## config.mk

```make
export PLATFORM = sky130hd
export DESIGN_NAME = fpu_issue_queue
export DESIGN_NICKNAME = d
export VERILOG_FILES = /design/src/rtl/fpu_issue_queue.sv
export SDC_FILE = /design/constraint.sdc
export NUM_CORES = 1
export LEC_CHECK = 0
export CAP_MARGIN = 40
export CORE_MARGIN = 3
export CORE_UTILIZATION = 50
export CTS_CLUSTER_SIZE = 8
export DETAILED_ROUTE_END_ITERATION = 8
export DONT_BUFFER_PORTS = 1
export PLACE_DENSITY = 0.68
export SYNTH_ARGS = -nofsm -noshare
export SYNTH_HDL_FRONTEND = slang
export SYNTH_SLANG_ARGS = --single-unit
```

## constraint.sdc

```tcl
create_clock -name clk -period 1.85 [get_ports clk]
set_input_delay 0.185 -clock clk [delete_from_list [all_inputs] [get_ports clk]]
set_output_delay 0.185 -clock clk [all_outputs]
set_load 0.05 [all_outputs]
```

## src/rtl/fpu_issue_queue.sv

```systemverilog
// FP issue queue: decodes OP-FP instructions into a FIFO and issues them one at a time to
// the FPU or the matmul unit. Optional watchdog enabled by defining FPU_TIMEOUT_EN.
module fpu_issue_queue #(
  parameter int unsigned DEPTH          = 4,
  parameter int unsigned TIMEOUT_CYCLES = 255
) (
  input  logic       clk,
  input  logic       reset_n,
  input  logic       in_valid,
  input  logic [6:0] op,
  input  logic [6:0] funct7,
  input  logic [2:0] funct3,
  input  logic [4:0] rd,
  output logic       in_ready,
  output logic       illegal_op,
  output logic [2:0] FPUControl,
  output logic       FPUStart,
  output logic       MatmulStart,
  output logic [4:0] issue_rd,
  input  logic       FPUDone,
  input  logic       MatmulDone,
  output logic       busy,
  output logic       timeout
);

  localparam int unsigned PtrW = $clog2(DEPTH);
  localparam int unsigned CntW = $clog2(DEPTH) + 1;
  localparam logic [CntW-1:0] DepthC = CntW'(DEPTH);
  localparam logic [6:0] OpFp = 7'b1010011;

  typedef struct packed {
    logic       mm;
    logic [2:0] ctrl;
    logic [4:0] rd;
  } entry_t;

  typedef enum logic [1:0] {StIdle, StWaitFpu, StWaitMm} state_e;

  state_e          state_q, state_d;
  logic [CntW-1:0] count_q, count_d;
  logic [PtrW-1:0] wr_ptr_q, wr_ptr_d, rd_ptr_q, rd_ptr_d;
  entry_t          mem_q [DEPTH];
  entry_t          mem_d [DEPTH];
  logic            illegal_q, illegal_d;
  logic            fpu_start_q, fpu_start_d;
  logic            mm_start_q, mm_start_d;
  logic [2:0]      ctrl_q, ctrl_d;
  logic [4:0]      issue_rd_q, issue_rd_d;
  logic            timeout_q, timeout_d;

  entry_t dec;
  entry_t head;
  logic   dec_legal, is_opfp, push, pop;

  always_comb begin
    dec_legal = 1'b1;
    dec.mm    = 1'b0;
    dec.ctrl  = 3'b000;
    dec.rd    = rd;
    case (funct7)
      7'b0000000: dec.ctrl = 3'b000;
      7'b0000100: dec.ctrl = 3'b001;
      7'b0001000: dec.ctrl = 3'b010;
      7'b0001100: dec.ctrl = 3'b011;
      7'b0101100: begin
        if (funct3 == 3'b000) dec.ctrl = 3'b100;
        else                  dec_legal = 1'b0;
      end
      7'b0010100: begin
        if (funct3 == 3'b000)      dec.ctrl = 3'b101;
        else if (funct3 == 3'b001) dec.ctrl = 3'b110;
        else                       dec_legal = 1'b0;
      end
      7'b0010000: dec.mm = 1'b1;
      default:    dec_legal = 1'b0;
    endcase
  end

  assign is_opfp   = (op == OpFp);
  assign in_ready  = (count_q < DepthC);
  assign push      = in_valid && in_ready && is_opfp && dec_legal;
  assign illegal_d = in_valid && is_opfp && !dec_legal;
  assign head      = mem_q[rd_ptr_q];

`ifdef FPU_TIMEOUT_EN
  localparam int unsigned WdRaw = $clog2(TIMEOUT_CYCLES + 1);
  localparam int unsigned WdW   = (WdRaw < 8) ? 8 : ((WdRaw > 16) ? 16 : WdRaw);
  localparam logic [WdW-1:0] WdLast = WdW'(TIMEOUT_CYCLES - 1);
  logic [WdW-1:0] wd_q, wd_d;
`else
  logic unused_timeout_cfg;
  assign unused_timeout_cfg = (TIMEOUT_CYCLES == 0);
`endif

  always_comb begin
    state_d     = state_q;
    pop         = 1'b0;
    fpu_start_d = 1'b0;
    mm_start_d  = 1'b0;
    ctrl_d      = 3'b000;
    issue_rd_d  = issue_rd_q;
    timeout_d   = 1'b0;
    unique case (state_q)
      StIdle: begin
        if (count_q != '0) begin
          pop        = 1'b1;
          issue_rd_d = head.rd;
          if (head.mm) begin
            state_d    = StWaitMm;
            mm_start_d = 1'b1;
          end else begin
            state_d     = StWaitFpu;
            fpu_start_d = 1'b1;
            ctrl_d      = head.ctrl;
          end
        end
      end
      StWaitFpu: if (FPUDone) state_d = StIdle;
      StWaitMm:  if (MatmulDone) state_d = StIdle;
      default:   state_d = StIdle;
    endcase
`ifdef FPU_TIMEOUT_EN
    // A done on the same edge as expiry wins; no timeout is reported then.
    if (state_q != StIdle && state_d == state_q && wd_q == WdLast) begin
      state_d   = StIdle;
      timeout_d = 1'b1;
    end
    wd_d = (state_d != StIdle && state_d == state_q) ? wd_q + WdW'(1) : '0;
`endif
  end

  always_comb begin
    mem_d    = mem_q;
    wr_ptr_d = wr_ptr_q;
    rd_ptr_d = rd_ptr_q;
    count_d  = count_q;
    if (push) begin
      mem_d[wr_ptr_q] = dec;
      wr_ptr_d        = wr_ptr_q + PtrW'(1);
    end
    if (pop) rd_ptr_d = rd_ptr_q + PtrW'(1);
    case ({push, pop})
      2'b10:   count_d = count_q + CntW'(1);
      2'b01:   count_d = count_q - CntW'(1);
      default: count_d = count_q;
    endcase
  end

  always_ff @(posedge clk or negedge reset_n) begin
    if (!reset_n) begin
      state_q     <= StIdle;
      count_q     <= '0;
      wr_ptr_q    <= '0;
      rd_ptr_q    <= '0;
      illegal_q   <= 1'b0;
      fpu_start_q <= 1'b0;
      mm_start_q  <= 1'b0;
      ctrl_q      <= 3'b000;
      issue_rd_q  <= 5'd0;
      timeout_q   <= 1'b0;
`ifdef FPU_TIMEOUT_EN
      wd_q        <= '0;
`endif
    end else begin
      state_q     <= state_d;
      count_q     <= count_d;
      wr_ptr_q    <= wr_ptr_d;
      rd_ptr_q    <= rd_ptr_d;
      illegal_q   <= illegal_d;
      fpu_start_q <= fpu_start_d;
      mm_start_q  <= mm_start_d;
      ctrl_q      <= ctrl_d;
      issue_rd_q  <= issue_rd_d;
      timeout_q   <= timeout_d;
`ifdef FPU_TIMEOUT_EN
      wd_q        <= wd_d;
`endif
    end
  end

  // Storage holds no state that matters while count is zero, so it is not reset.
  always_ff @(posedge clk) begin
    mem_q <= mem_d;
  end

  assign illegal_op  = illegal_q;
  assign FPUStart    = fpu_start_q;
  assign MatmulStart = mm_start_q;
  assign FPUControl  = ctrl_q;
  assign issue_rd    = issue_rd_q;
  assign busy        = (state_q != StIdle) || (count_q != '0);
`ifdef FPU_TIMEOUT_EN
  assign timeout     = timeout_q;
`else
  assign timeout     = 1'b0;
  logic unused_timeout_q;
  assign unused_timeout_q = timeout_q;
`endif

endmodule
```

==> results_dict.tcl <==
set metrics [dict create \
    status "completed" \
    synth-main-ff-cell "edfxtp_1" \
    cp.required_ns 2.03 \
    rows 24 \
    crit_path_end_kind "register" \
    fin_crit_sh_pct 94.6 \
    slew_violations 0 \
    crit_arrival_ns 1.93 \
    placed_area_mm2 0.00248 \
    start_util_pct 52.6 \
    period_needed_ns 1.75 \
    num_vias 1246 \
    area_growth_syn_to_layout_pct 14.7 \
    layout-drive-gt1-share_pct 23.9 \
    io-pin-count 41 \
    grt_pass1_wl_um 5980 \
    cts_buffer_depth 2 \
    tightest_slew_ns 0.620 \
    insertedDiodeCount 0 \
    async_flop_share_pct 35.7 \
    dp_hpwl_um 2880 \
    ir_worst_vdd_v 0.000516 \
    min-delay-path-class "in -> reg" \
    maxCapViolations 0 \
    gp_congestion 0.765 \
    reg2reg_from "state_q[1]$_DFFE_PN0P_" \
    slew_headroom_pct 58.3 \
    ctsHtreeMaxLevel 2 \
    ant_nets 0 \
    path_class "in -> reg" \
    post-place-cells 212 \
    stdcell_count 228 \
    cp_num_buf_inv 2 \
    grt_max_degree 21 \
    wire_per_inst_um 17.0 \
    final.setup.tns_ns 0 \
    critical_path.top_delay_family "simple AND/OR/NAND/NOR gates" \
    design_area_mm2 0.00268 \
    syn-mean-instance-area_um2 15.3 \
    gr-total-overflow 0 \
    leakagePower_nw 1.02 \
    crit_fanout 2 \
    drt_iter0_drc 45 \
    syn_area_mm2 0.00234 \
    path_clk_slew_ns 0.09 \
    numCtsBuffers 5 \
    power_density_mw_per_mm2 1420 \
    drt_wl_total_um 3880 \
    ys_types 35 \
    via_per_inst 5.46 \
    hold_viol 0 \
    drc_errors 0 \
    dr.pass1.iters 5 \
    slowest_stage "or4_4" \
    io_buffers 0 \
    fin_util_pct 60.3 \
    die_w_um 74.4 \
    worstHoldStart "op[2]" \
    rsz0062_at_grt "false" \
    fill_cells 345 \
    clock_latency_ns 0.30 \
    synth-warning-count 0 \
    crit_start "op[5]" \
    setup_viol 0 \
    max_freq_mhz 572 \
    dieArea_mm2 0.00553 \
    synth.net_count 186 \
    grt_pass1_vias 1253 \
    track_usage_pct 15.2 \
    start_kind "input port" \
    cts_sinks 56 \
    antenna_found_initial 0 \
    synth-edff-count 36 \
    root_buffer "clkbuf_8" \
    syn_inst 153 \
    die_y_um 74.4 \
    cp_slowest_stage_delay_ns 0.44 \
    fin_skew_ns 0.00335 \
    cts_tree "done" \
    ys_seq_area_share_pct 67.6 \
    synth-seq-cells 56 \
    fin_nets 208 \
    core-area_mm2 0.00444 \
    path_cells "nand4b_1 > or4_4 > a2111oi_4 > inv_1 > ha_2 > inv_2 > fa_1 > xor2_1 > nor2_1 > xnor2_1" \
]
[state kept, by name (all words and copies together) (netlist names)]
| signal | cells |
|---|---|
| FPUControl | 3 |
| FPUStart | 1 |
| MatmulStart | 1 |
| count_q | 3 |
| illegal_op | 1 |
| issue_rd | 5 |
| mem_q | 36 |
| rd_ptr_q | 2 |
| state_q | 2 |
| wr_ptr_q | 2 |
[worst paths after layout]
path	end	slack [ns]	depth (start not counted)
setup / recovery	count_q[2]$_DFFE_PN0P_	0.10	10
hold / removal	illegal_op$_DFF_PN0_	0.07	2
setup reg to reg	count_q[2]$_DFFE_PN0P_	0.11	9
hold reg to reg	state_q[1]$_DFFE_PN0P_	0.56	1
max in group asynchronous	rd_ptr_q[1]$_DFFE_PN0P_	1.36	2
min in group asynchronous	FPUControl[0]$_DFF_PN0_	0.14	1
[kinds of logic after synthesis]
| logic type | Yosys count | share of synthesized area [%] |
|---|---|---|
| DFF | 56 | 67.6 |
| AOI/OAI and AO/OA | 8 | 2.94 |
| xor gates and xnor gates | 6 | 2.25 |
| muxes | 12 | 10.2 |
| other | 1 | 0.160 |
| adders and majority gates | 6 | 3.53 |
| and+or+nand+nor | 50 | 10.8 |
| buffers and inverters | 14 | 2.51 |
[per-stage QoR]
step / hold slack [ns] / setup slack (ns) / power, mW
3_3_place_gp: -0.110 / -0.0534 / 3.06
2_1_floorplan: -0.111 / -0.186 / 2.82
6_report: 0.0725 / 0.100 / 3.80
5_1_grt: 0.0528 / 0.00733 / 4.02
3_5_place_dp: -0.110 / -0.129 / 3.10
4_1_cts: 0.0601 / 0.0311 / 3.79
[routing by layer]
metal	GRT usage [%]	wire [um]	up-vias	share of wire (%)
met4	6.52	71	0	1.8
met5	0	0	-	0
li1	-	-	584	-
met1	18.3	1560	626	40
met2	25.6	2100	29	54
met3	4.19	149	7	3.8
[cells in the mapped netlist (3+ instances only)]
| master | instances | share of area (%) |
|---|---|---|
| and2_2 | 3 | 0.96 |
| ha_1 | 5 | 2.7 |
| nor3_1 | 4 | 0.86 |
| edfxtp_1 | 36 | 46 |
| inv_1 | 8 | 1.3 |
| xnor2_1 | 5 | 1.9 |
| nor2_1 | 6 | 0.96 |
| nand2b_1 | 4 | 1.1 |
| a21oi_1 | 3 | 0.64 |
| dfrtp_1 | 20 | 21 |
| mux4_2 | 9 | 8.7 |
| nor2b_1 | 3 | 0.80 |
| nand2_1 | 21 | 3.4 |
[cell type report]
class	count	area (um^2)	area share [%]
inverters	9	33.8	1.26
well taps	52	65.1	2.43
repair buffers	20	188	7.00
clock buffers	6	82.6	3.08
clock inverters	2	10.0	0.373
multi-input cells	83	721	26.9
flip-flops and latches	56	1580	59.0
[repair_timing]
item | CTS | global route
setup buffers | 0 | 0
hold endpoints to repair | 41 | 0
endpoints found under the setup margin | 0 | 2
gates resized for setup | 0 | 4
hold buffers | 7 | 0
[placed cells by master, fill, tap and decap left out, types with 5 or more instances in the layout]
cell type | synthesis | final
nand2_1 | 21 | 21
mux4_2 | 9 | 9
buf_4 | 1 | 11
clkbuf_8 | 0 | 6
dlygate4sd3_1 | 0 | 7
xnor2_1 | 5 | 5
nor2_1 | 6 | 5
edfxtp_1 | 36 | 36
inv_1 | 8 | 7
dfrtp_1 | 20 | 20
[where the power goes]
group | internal, mW | switching (mW) | total [mW]
combinational | 0.573 | 0.537 | 1.11
clock | 0.299 | 0.367 | 0.667
sequential | 1.51 | 0.512 | 2.02
(Power assumes the default switching activity.)
